==> src/rtl/huff_decoder.sv <==
// Bit-serial Huffman decoder: shifts MSB-first stream bits against a loaded
// code table and emits one symbol per matched code over a valid/ready port.
module huff_decoder #(
  parameter int unsigned MAX_CHAR_COUNT = 5,
  parameter int unsigned CODE_W         = MAX_CHAR_COUNT
) (
  input  logic                             clk,
  input  logic                             reset,
  input  logic                             load,
  input  logic [3:0]                       char_count,
  input  logic [MAX_CHAR_COUNT*8-1:0]      character,
  input  logic [MAX_CHAR_COUNT*CODE_W-1:0] encoded_value,
  input  logic [MAX_CHAR_COUNT*CODE_W-1:0] encoded_mask,
  input  logic                             bit_valid,
  input  logic                             bit_in,
  input  logic                             bit_last,
  output logic                             bit_ready,
  output logic                             char_valid,
  output logic [7:0]                       char_out,
  input  logic                             char_ready,
  output logic [7:0]                       dec_count,
  output logic                             done,
  output logic                             error
);

  localparam int unsigned CHR_W = MAX_CHAR_COUNT * 8;
  localparam int unsigned TAB_W = MAX_CHAR_COUNT * CODE_W;
  localparam int unsigned LEN_W = $clog2(CODE_W + 1);
  localparam int unsigned CNT_W = 4;

  typedef enum logic [2:0] {
    IDLE  = 3'd0,
    SHIFT = 3'd1,
    EMIT  = 3'd2,
    DONE  = 3'd3,
    ERR   = 3'd4
  } state_e;

  state_e             state_q, state_d;
  logic [CHR_W-1:0]   chr_tab_q, chr_tab_d;
  logic [TAB_W-1:0]   val_tab_q, val_tab_d;
  logic [TAB_W-1:0]   msk_tab_q, msk_tab_d;
  logic [CNT_W-1:0]   cnt_q, cnt_d;
  logic [CODE_W-1:0]  acc_q, acc_d;
  logic [LEN_W-1:0]   len_q, len_d;
  logic               last_q, last_d;
  logic [7:0]         char_out_q, char_out_d;
  logic               char_valid_q, char_valid_d;
  logic               bit_ready_q, bit_ready_d;
  logic [7:0]         dec_count_q, dec_count_d;
  logic               done_q, done_d;
  logic               error_q, error_d;

  logic [CODE_W-1:0]  acc_nxt;
  logic [LEN_W-1:0]   len_nxt;
  logic [CODE_W-1:0]  len_mask;
  logic               hit;
  logic [7:0]         hit_chr;

  // Candidate code after the offered bit, and the table lookup against it
  always_comb begin
    acc_nxt  = CODE_W'({acc_q, bit_in});
    len_nxt  = len_q + LEN_W'(1);
    len_mask = '0;
    hit      = 1'b0;
    hit_chr  = 8'h00;
    for (int unsigned b = 0; b < CODE_W; b++) begin
      if (LEN_W'(b) < len_nxt) begin
        len_mask[b] = 1'b1;
      end
    end
    // Descending scan so the lowest matching index is the one left standing
    for (int i = int'(MAX_CHAR_COUNT) - 1; i >= 0; i--) begin
      if ((CNT_W'(i) < cnt_q) &&
          (msk_tab_q[i*CODE_W +: CODE_W] == len_mask) &&
          ((val_tab_q[i*CODE_W +: CODE_W] & len_mask) == acc_nxt)) begin
        hit     = 1'b1;
        hit_chr = chr_tab_q[i*8 +: 8];
      end
    end
    // A single-entry table has nothing to distinguish: every bit is a symbol
    if (cnt_q == CNT_W'(1)) begin
      hit     = 1'b1;
      hit_chr = chr_tab_q[7:0];
    end
  end

  // Next-state and registered-output computation
  always_comb begin
    state_d      = state_q;
    chr_tab_d    = chr_tab_q;
    val_tab_d    = val_tab_q;
    msk_tab_d    = msk_tab_q;
    cnt_d        = cnt_q;
    acc_d        = acc_q;
    len_d        = len_q;
    last_d       = last_q;
    char_out_d   = char_out_q;
    char_valid_d = char_valid_q;
    dec_count_d  = dec_count_q;

    case (state_q)
      SHIFT: begin
        if (bit_valid && bit_ready_q) begin
          if (hit) begin
            char_out_d   = hit_chr;
            char_valid_d = 1'b1;
            acc_d        = '0;
            len_d        = '0;
            last_d       = bit_last;
            state_d      = EMIT;
          end else if ((len_nxt == LEN_W'(CODE_W)) || bit_last) begin
            state_d = ERR;
          end else begin
            acc_d = acc_nxt;
            len_d = len_nxt;
          end
        end
      end
      EMIT: begin
        if (char_valid_q && char_ready) begin
          char_valid_d = 1'b0;
          if (dec_count_q != 8'hFF) begin
            dec_count_d = dec_count_q + 8'd1;
          end
          state_d = last_q ? DONE : SHIFT;
        end
      end
      default: begin
        state_d = state_q;
      end
    endcase

    // Table load overrides whatever the FSM was doing
    if (load) begin
      chr_tab_d    = character;
      val_tab_d    = encoded_value;
      msk_tab_d    = encoded_mask;
      cnt_d        = char_count;
      acc_d        = '0;
      len_d        = '0;
      last_d       = 1'b0;
      char_valid_d = 1'b0;
      dec_count_d  = 8'h00;
      if ((char_count == CNT_W'(0)) || (char_count > CNT_W'(MAX_CHAR_COUNT))) begin
        state_d = ERR;
      end else begin
        state_d = SHIFT;
      end
    end

    bit_ready_d = (state_d == SHIFT);
    done_d      = (state_d == DONE);
    error_d     = (state_d == ERR);
  end

  always_ff @(posedge clk) begin
    if (!reset) begin
      state_q      <= IDLE;
      chr_tab_q    <= '0;
      val_tab_q    <= '0;
      msk_tab_q    <= '0;
      cnt_q        <= '0;
      acc_q        <= '0;
      len_q        <= '0;
      last_q       <= 1'b0;
      char_out_q   <= 8'h00;
      char_valid_q <= 1'b0;
      bit_ready_q  <= 1'b0;
      dec_count_q  <= 8'h00;
      done_q       <= 1'b0;
      error_q      <= 1'b0;
    end else begin
      state_q      <= state_d;
      chr_tab_q    <= chr_tab_d;
      val_tab_q    <= val_tab_d;
      msk_tab_q    <= msk_tab_d;
      cnt_q        <= cnt_d;
      acc_q        <= acc_d;
      len_q        <= len_d;
      last_q       <= last_d;
      char_out_q   <= char_out_d;
      char_valid_q <= char_valid_d;
      bit_ready_q  <= bit_ready_d;
      dec_count_q  <= dec_count_d;
      done_q       <= done_d;
      error_q      <= error_d;
    end
  end

  assign bit_ready  = bit_ready_q;
  assign char_valid = char_valid_q;
  assign char_out   = char_out_q;
  assign dec_count  = dec_count_q;
  assign done       = done_q;
  assign error      = error_q;

endmodule

==> config.mk <==
export PLATFORM = sky130hd
export DESIGN_NAME = huff_decoder
export DESIGN_NICKNAME = d
export VERILOG_FILES = /design/src/rtl/huff_decoder.sv
export SDC_FILE = /design/constraint.sdc
export NUM_CORES = 1
export LEC_CHECK = 0
export ABC_AREA = 1
export CAP_MARGIN = 5
export CORE_MARGIN = 2
export CORE_UTILIZATION = 48
export DETAILED_ROUTE_END_ITERATION = 12
export PLACE_DENSITY = 0.77
export SETUP_SLACK_MARGIN = 0.1
export SLEW_MARGIN = 15
export SYNTH_ARGS = -nofsm -noshare
export SYNTH_HDL_FRONTEND = slang
export SYNTH_SLANG_ARGS = --single-unit
==> constraint.sdc <==
create_clock -name clk -period 2.3 [get_ports clk]
set_input_delay 0.69 -clock clk [delete_from_list [all_inputs] [get_ports clk]]
set_output_delay 0.69 -clock clk [all_outputs]
set_load 0.01 [all_outputs]
======== Word level (Yosys, flattened, before mapping) ========
Cells that the tools add are included.
word-level totals
  word-level logic and storage cells ...... 109
  bits in registers ....................... 125
  output and inout port bits .............. 20
  bits of input ports ..................... 101
cells by class
  muxes and demuxes ....................... 33
  reductions and logical operators ........ 21
  bitwise gates (word level) .............. 6
  equal/unequal tests ..................... 22
  $add $sub $neg .......................... 2
  $lt $le $gt $ge ......................... 11
operators with widths
  cell                 count
  $eq 5x5->1           10
  $mux 8               6
  $and 5x5->5          5
  $mux 3               8
  $mux 1               14
  $logic_and 1x1->1    12
  $reduce_and 3->1     3
  $add 8x1->8 const B  1
  $lt 1x4->1 const A   2
  $lt 2x4->1 const A   2
  $mux 4               2
  $ne 2x2->1 const B   4
  $ne 8x8->1 const B   1
  $eq 3x1->1 const B   2
  $eq 3x2->1 const B   2
  $eq 3x3->1 const B   2
  $lt 1x3->1 const A   2
  $lt 2x3->1 const A   2
  $pmux 3 s2           1
  $eq 4x1->1 const B   1
  $gt 4x3->1 const B   1
  $logic_not 4->1      1
  $lt 3x4->1 const A   1
  $reduce_and 4->1     1
  8 further kinds      9

======== Longest topological paths before layout ========
Gate-level depths: netlist of the first run.
  word-level depth ........................ 17
  depth in mapped cells ................... 22
  gate-level depth less buffers ........... 22

======== Worst setup path before layout of the first run ========
Ideal clock, no wire load.
  kind .................................... register to register
  start ................................... register len_q[0]
  end ..................................... register char_out_q[3], in the netlist char_out[3]
  path buffers ............................ 2
  cell stages (with the launch flop) ...... 18
  data required time ...................... 2.191 ns
  setup slack ............................. -0.187 ns
  clock period less this slack ............ 2.487 ns
  arrival ................................. 2.378 ns
  setup time .............................. 0.109 ns
  cell sequence ........................... dfxtp_1 -> inv_2 -> ha_1 -> nor2_1 -> nand3_2 -> buf_4 -> nand2_1 -> nand2_1 -> nor2_1 -> nand2_1 -> nor2_1 -> nand2_1 -> clkbuf_1 -> or2_2 -> nand3_1 -> nand2_1 -> nand2_1 -> inv_1
between the ends
  cells in the longest elaborated chain, start to end .. 13
  elaborated cells on any way between the ends .. 49
  those cells by class .................... add/sub (1); order compare (5); eq/ne (10); mux (17); bitwise (5); reduce/logical (11)
ends and longest elaborated chain
  element                                          RTL line  source
  start, declared                                  45        logic [LEN_W-1:0] len_q, len_d;
  start signal, assigned                           180       len_q <= len_d;
  $add 3x1->3 (*)                                  63        len_nxt = len_q + LEN_W'(1);
  $lt 1x3->1 (tied with other cells)               68        if (LEN_W'(b) < len_nxt) begin
  $mux 1                                           68
  $and 5x5->5 or $eq 5x5->1 (tied branches)        76, 75
  $eq 5x5->1 or $logic_and 1x1->1 (tied branches)  76, 74
  $logic_and 1x1->1                                75        (msk_tab_q[i*CODE_W +: CODE_W] == len_mask) &&
  $mux 1 (5 in a row)                              74        if ((CNT_W'(i) < cnt_q) &&
  $mux 1                                           82        if (cnt_q == CNT_W'(1)) begin
  $reduce_and 3->1 (no source line)                -
  end signal, assigned                             182       char_out_q <= char_out_d;
  end, declared                                    47        logic [7:0] char_out_q, char_out_d;
Mark *: on every way between the ends. The rest lies on a longest branch, timed or not.
A chain may end at the register's enable or synchronous reset.

======== Worst setup path after layout of the first run ========
  start ................................... register len_q[0]
  end ..................................... register char_out_q[7], in the netlist char_out[7]
The elaborated chain is that of the path after synthesis.

==> results of run 1 <==
==> through the flow <==
stage,total power (W),instance area [um^2]
global placement,0.003077,8292
detailed placement,0.003086,8292
CTS,0.006110,9280
global route,0.006353,9498
finish,0.006125,9498
floorplan,0.002757,6600
==> metal layers <==
metal | share of wire [%] | up-vias | GRT usage [%]
li1 | - | 3648 | -
met2 | 45 | 292 | 45.42
met1 | 43 | 3345 | 38.90
met5 | 0 | - | 0
met4 | 2.7 | 0 | 10.76
met3 | 8.5 | 48 | 8.208
==> cell families after synthesis <==
family / synth area share [%]
fa+ha+maj: 0.5791
flops: 38.60
simple gates: 36.04
buf+inv: 8.917
compound gates: 15.87
==> placed cells by master, fill, tap and decap left out, drive strengths merged <==
master         netlist  routed
nand2              237     237
nor2               195     195
dfxtp              125     125
clkdlybuf4s50        0     118
o21ai              109     109
nand3               98     100
inv                 96      97
buf                 12      79
a21oi               72      72
clkbuf              35      20
o211ai               7       7
nand4                6       6
or2                  6       6
nand3b               5       5
bufinv               0       5
clkinv               1       5
nor3                 3       3
o21a                 3       3
clkinvlp             0       3
ha                   3       3
and2                 2       2
a21o                 1       1
a311oi               1       1
a211oi               1       1
o31ai                1       1
o21bai               1       1
nor4                 1       1
a31o                 1       1
==> worst paths after layout <==
check | startpoint | cells past startpoint | to | slack [ns]
max | len_q[0] | 21 | char_out[7] | -0.40
min | dec_count[4] | 2 | dec_count[4] | 0.46
max reg2reg | len_q[0] | 21 | char_out[7] | -0.40
min reg2reg | dec_count[4] | 2 | dec_count[4] | 0.46
==> cell usage after synthesis (all sizes together) <==
cell type / number
a211oi: 1
a21o: 1
a21oi: 72
a311oi: 1
a31o: 1
and2: 2
buf: 12
clkbuf: 35
clkinv: 1
dfxtp: 125
ha: 3
inv: 96
nand2: 237
nand3: 98
nand3b: 5
nand4: 6
nor2: 195
nor3: 3
nor4: 1
o211ai: 7
o21a: 3
o21ai: 109
o21bai: 1
o31ai: 1
or2: 6
==> where the power goes <==
group | internal [W] | switching (W) | leakage (nW)
combinational | 0.000349 | 0.000400 | 2.86
sequential | 0.00229 | 0.0000824 | 1.03
clock | 0.00199 | 0.00102 | 0.317
total | 0.00463 | 0.00150 | 4.22
==> what timing repair did <==
item                       4_1_cts  5_1_grt
cloned                           3        0
setup endpoints to repair       23       23
pin swaps                       16       20
setup buffers                    8       10
resized for setup               60       49
hold endpoints to repair         0        0
==> layout make-up <==
type	count	area, um^2	share of cell area [%]
Clock buffer	20	456.7	4.808
Clock inverter	12	209.0	2.200
Inverter	97	391.6	4.123
Multi-Input combinational cell	755	3802	40.03
Sequential cell	125	2511	26.44
Tap cell	176	220.2	2.319
Timing Repair Buffer	197	1901	20.01
Timing Repair inverter	1	6.256	0.06587
==> state kept, by name (all words and copies together) (netlist names) <==
name / flops
cnt_q: 4
msk_tab_q: 25
done: 1
state_q: 3
last_q: 1
val_tab_q: 25
error: 1
dec_count: 8
len_q: 3
acc_q: 4
chr_tab_q: 40
bit_ready: 1
char_out: 8
char_valid: 1
==> worst max-delay path, delay by kind of cell, from the launching register on <==
family | cells | cell delay (ns)
simple gates | 12 | 1.16
flops | 1 | 0.37
compound gates | 1 | 0.14
buf+inv | 7 | 0.66
fa+ha+maj | 1 | 0.26
==> results.tsv, run 1 <==
metric	value	unit
yosysTopAreaCellShare	38.60	%
finalWeightedCongestion	0.9707	
outcome	finished, violations left	
critical_path.slowest_cell	dfxtp_4	
die_area	14450	um^2
n_fill_cell	1066	
cp_max_fo	5	
area.growth.synth_to_final	46.52	%
violations	negative setup slack	
postLayoutSetupSlackWorst	-0.3988	ns
grt_pass1_wl	33.65	mm
synth-seq-area-share	38.60	%
grtUsageTotal	29.25	%
maxCapViolCount	0	
critPathMaxStageDelay	0.37	ns
synth.avg_cell_area	6.343	um^2
htree_num_levels	4	
dieHeight	120.2	um
clock_latency	0.43	ns
hpwl	14.39	mm
endpoint_kind	register	
synthesis.area	6482	um^2
fp-row-count	42	
clock_path_buffers	2	
drt_wl_total	20.66	mm
crit_type	register to register	
maxSlewViolCount	0	
firstDrtPassIters	8	
pre_cts_slack	-0.4557	ns
fin_cells	1383	
avgRoutedWirePerCell	14.94	um
dp_cells	1332	
power_density	644.9	nW/um^2
slew_headroom	71.30	%
path_cells	inv_4 > ha_4 > buf_12 > nor2_4 > buf_4 > buf_6 > nand3_2 > nand2_1 > nand2_1 > nor2_2 > nand2_1 > nor2_4 > nor2_4 > nand3_4 > buf_4 > buf_6 > nand3_4 > a21oi_1 > nand2_1 > nand2_1 > inv_1	
finalSetupViolations	23	
yosysWarnings	0	
drc_errors	0	
boundaryPins	121	
hold_viol	0	
vdd_ir_drop_max	482.6	uV
rsz0062_at_grt	yes	
synth_cell_types	34	
cts_tree	built	
worst_ep_required_time	2.62	ns
antenna_found_initial	0	
grt_pass1_vias	6940	
clock-skew-final	0.006048	ns
postRouteAntennaNets	0	
min_path_type	register to register	
vias	7333	
fin_nets	1298	
vias_per_cell	5.302	
clkTransAtPathRegs	0.06	ns
worst_pin_slew	0.4290	ns
critPathMostFrequentCell	nand2_1	
max_freq	370.5	MHz
drive_gt1_share	18.06	%
worstPathArrival	3.02	ns
hold_ws	0.4624	ns
hold_buffers	0	
cts_sinks	125	
syn_nets	1126	
io_buffer_count	120	
cp-start-kind	register	
antenna_cells	0	
finalCritPeriodShare	117.3	%
cts_buffers	17	
synth_top_cell_by_area	dfxtp_1	
die_w	120.2	um
ys_ff_latch	125	
fin_util	72.01	%
cts_root_buf	clkbuf_16	
synth_area_leaders	dfxtp_1 (39%), nand2_1 (13%), nor2_1 (11%)	
period_minus_slack	2.699	ns
initialDrtViolationCount	526	
syn_inst	1022	
grt_overflow	0	
tns	-6.851	ns
grt_max_degree	97	
p_leak	4.216	nW
start_util	49.15	%
core_area	13190	um^2
No activity file was read; power rests on OpenSTA's default activity.
==> run 2: changes to the inputs <==
CORE_MARGIN = 4   (was 2)
==> run 2 against run 1 <==
Effect of this change: the flow still finishes with violations (negative setup slack); maximum frequency up 4.7%; worst hold slack worse by 0.0095 ns; die area up 6.8%; combinational power about the same; wire length up 3.9%; count of clock-buffer cells in the layout down 3; final area up 0.47%.
==> results.tsv, run 2 (synthesis gave the netlist of run 1 again) <==
metric	value	unit
violations	negative setup slack	
slew_headroom	53.87	%
die_area	15430	um^2
clkTransAtPathRegs	0.07	ns
cts_tree	built	
critical_path_depth	20	
clock-skew-final	0.009776	ns
area.growth.synth_to_final	47.21	%
n_fill_cell	1082	
postRouteAntennaNets	0	
outcome	finished, violations left	
cp-start-kind	register	
final_common_cell	nand2_1	
fin_nets	1304	
r2r_end	char_out[5]	
grt_pass1_wl	33.00	mm
hp-start	cnt_q[2]	
worst_ep_required_time	2.64	ns
crit_type	register to register	
rsz0062_at_grt	yes	
mostFrequentLayoutCells	nand2_1 (205), nor2_1 (175), dfxtp_1 (123)	
cts_root_buf	clkbuf_16	
clock_path_buffers	2	
finalCritPeriodShare	112.0	%
die_w	124.2	um
core_area	13240	um^2
avgRoutedWirePerCell	15.45	um
firstDrtPassIters	5	
min_path_type	register to register	
worstReg2RegStart	len_q[1]	
critPathMaxStageDelay	0.36	ns
startpoint	len_q[1]	
dieHeight	124.2	um
pre_cts_slack	-0.4148	ns
finalSetupViolations	23	
cp-endpoint	char_out[5]	
max_freq	388.1	MHz
grt_max_degree	66	
p_leak	4.187	nW
htree_num_levels	4	
antenna_cells	0	
r2r_slack	-0.28	ns
hpwl	15.19	mm
worstPathArrival	2.91	ns
start_util	48.95	%
cts_sinks	125	
drt_wl_total	21.46	mm
critical_path.slowest_cell	dfxtp_4	
antenna_found_initial	0	
maxCapViolCount	0	
vdd_ir_drop_max	559.4	uV
finalPower	0.005682	W
cp_num_buf_inv	7	
maxSlewViolCount	0	
vias	7323	
critPathMostFrequentCell	nand2_1	
initialDrtViolationCount	727	
largest_reg_flops	40	
cp_max_fo	8	
finalWeightedCongestion	0.9395	
period_minus_slack	2.577	ns
endpoint_kind	register	
grt_overflow	0	
drive_gt1_share	18.96	%
clock_latency	0.43	ns
vias_per_cell	5.272	
boundaryPins	121	
worst_pin_slew	0.6894	ns
reg_top3	chr_tab_q: 40 flops, msk_tab_q: 25 flops, val_tab_q: 25 flops	
power_density	595.4	nW/um^2
drc_errors	0	
fp-row-count	42	
cp_top_family	simple AND/OR/NAND/NOR gates	
grtUsageTotal	26.34	%
cts_buffers	17	
hold_viol	0	
largest_register	chr_tab_q	
r2r_cells	20	
postLayoutSetupSlackWorst	-0.2768	ns
io_buffer_count	120	
path_cells	ha_4 > inv_4 > nand2_4 > buf_8 > nand3_4 > inv_4 > buf_4 > nand2_1 > nand2_2 > nor2_2 > nand3b_1 > nor2_4 > buf_6 > inv_8 > o211ai_1 > nand3_1 > nand3_2 > nand2_1 > nand2_1 > inv_1	
grt_pass1_vias	6600	
-- run 2: how the worst min path moves through the flow --
stage / cells after the start / endpoint
after detailed placement: 2 / cnt_q[2]
after CTS: 2 / cnt_q[2]
after global placement: 2 / cnt_q[2]
after floorplan: 2 / cnt_q[2]
after global routing: 2 / cnt_q[2]
final: 2 / cnt_q[2]
-- run 2: layout make-up --
| type | count | area (um^2) | share of cell area (%) |
|---|---|---|---|
| Sequential cell | 125 | 2510 | 26.30 |
| Clock buffer | 17 | 425.4 | 4.458 |
| Inverter | 97 | 391.6 | 4.104 |
| Timing Repair inverter | 1 | 11.26 | 0.1180 |
| Clock inverter | 15 | 127.6 | 1.337 |
| Tap cell | 176 | 220.2 | 2.308 |
| Timing Repair Buffer | 204 | 1996 | 20.91 |
| Multi-Input combinational cell | 754 | 3861 | 40.46 |
-- run 2: worst register-to-register path, cell delays in order (launching register included) --
cell and delay (ns):
dfxtp_4 0.36, ha_4 0.20, inv_4 0.09, nand2_4 0.08, buf_8 0.15, nand3_4 0.12, inv_4 0.06, buf_4 0.12
nand2_1 0.06, nand2_2 0.06, nor2_2 0.09, nand3b_1 0.14, nor2_4 0.19, buf_6 0.15, inv_8 0.04, o211ai_1 0.17
nand3_1 0.13, nand3_2 0.10, nand2_1 0.06, nand2_1 0.08, inv_1 0.04
-- run 2: metrics by stage --
stage,setup TNS [ns],area (um^2),hold WS (ns),util (%),std cells
after floorplan,0,6600,0.4282,-,1022
after global placement,-6.632,8364,0.4401,63.16,1340
after detailed placement,-7.449,8364,0.4375,63.16,1340
after CTS,-2.332,9129,0.4466,68.93,1377
after global routing,-6.413,9543,0.4680,72.06,1389
final,-3.158,9543,0.4529,72.06,1389
-- run 2: repair_timing --
item	in CTS	in global routing
pin swaps	31	25
hold buffers	0	0
setup buffers	4	11
cloned	1	2
setup endpoints to repair	23	23
gates resized for setup	44	80
-- run 2: power breakdown --
group | leakage (nW) | internal, W | switching (W)
Combinational | 2.89 | 0.000350 | 0.000401
Sequential | 1.03 | 0.00228 | 0.0000863
Clock | 0.262 | 0.00141 | 0.00115
Total | 4.19 | 0.00405 | 0.00164
-- run 2: metal layers --
layer / GRT usage [%] / vias up / wire [um]
li1: - / 3659 / -
met2: 40.27 / 286 / 9591
met1: 36.11 / 3324 / 9661
met4: 8.897 / 0 / 582
met3: 6.959 / 54 / 1629
met5: 0 / - / 0
==> run 3: changes to the inputs <==
ABC_CLOCK_PERIOD_IN_PS = 2300   (was default)
==> results of run 3 <==
Same layout as run 2: the final DEF is identical, and so are final timing and power.
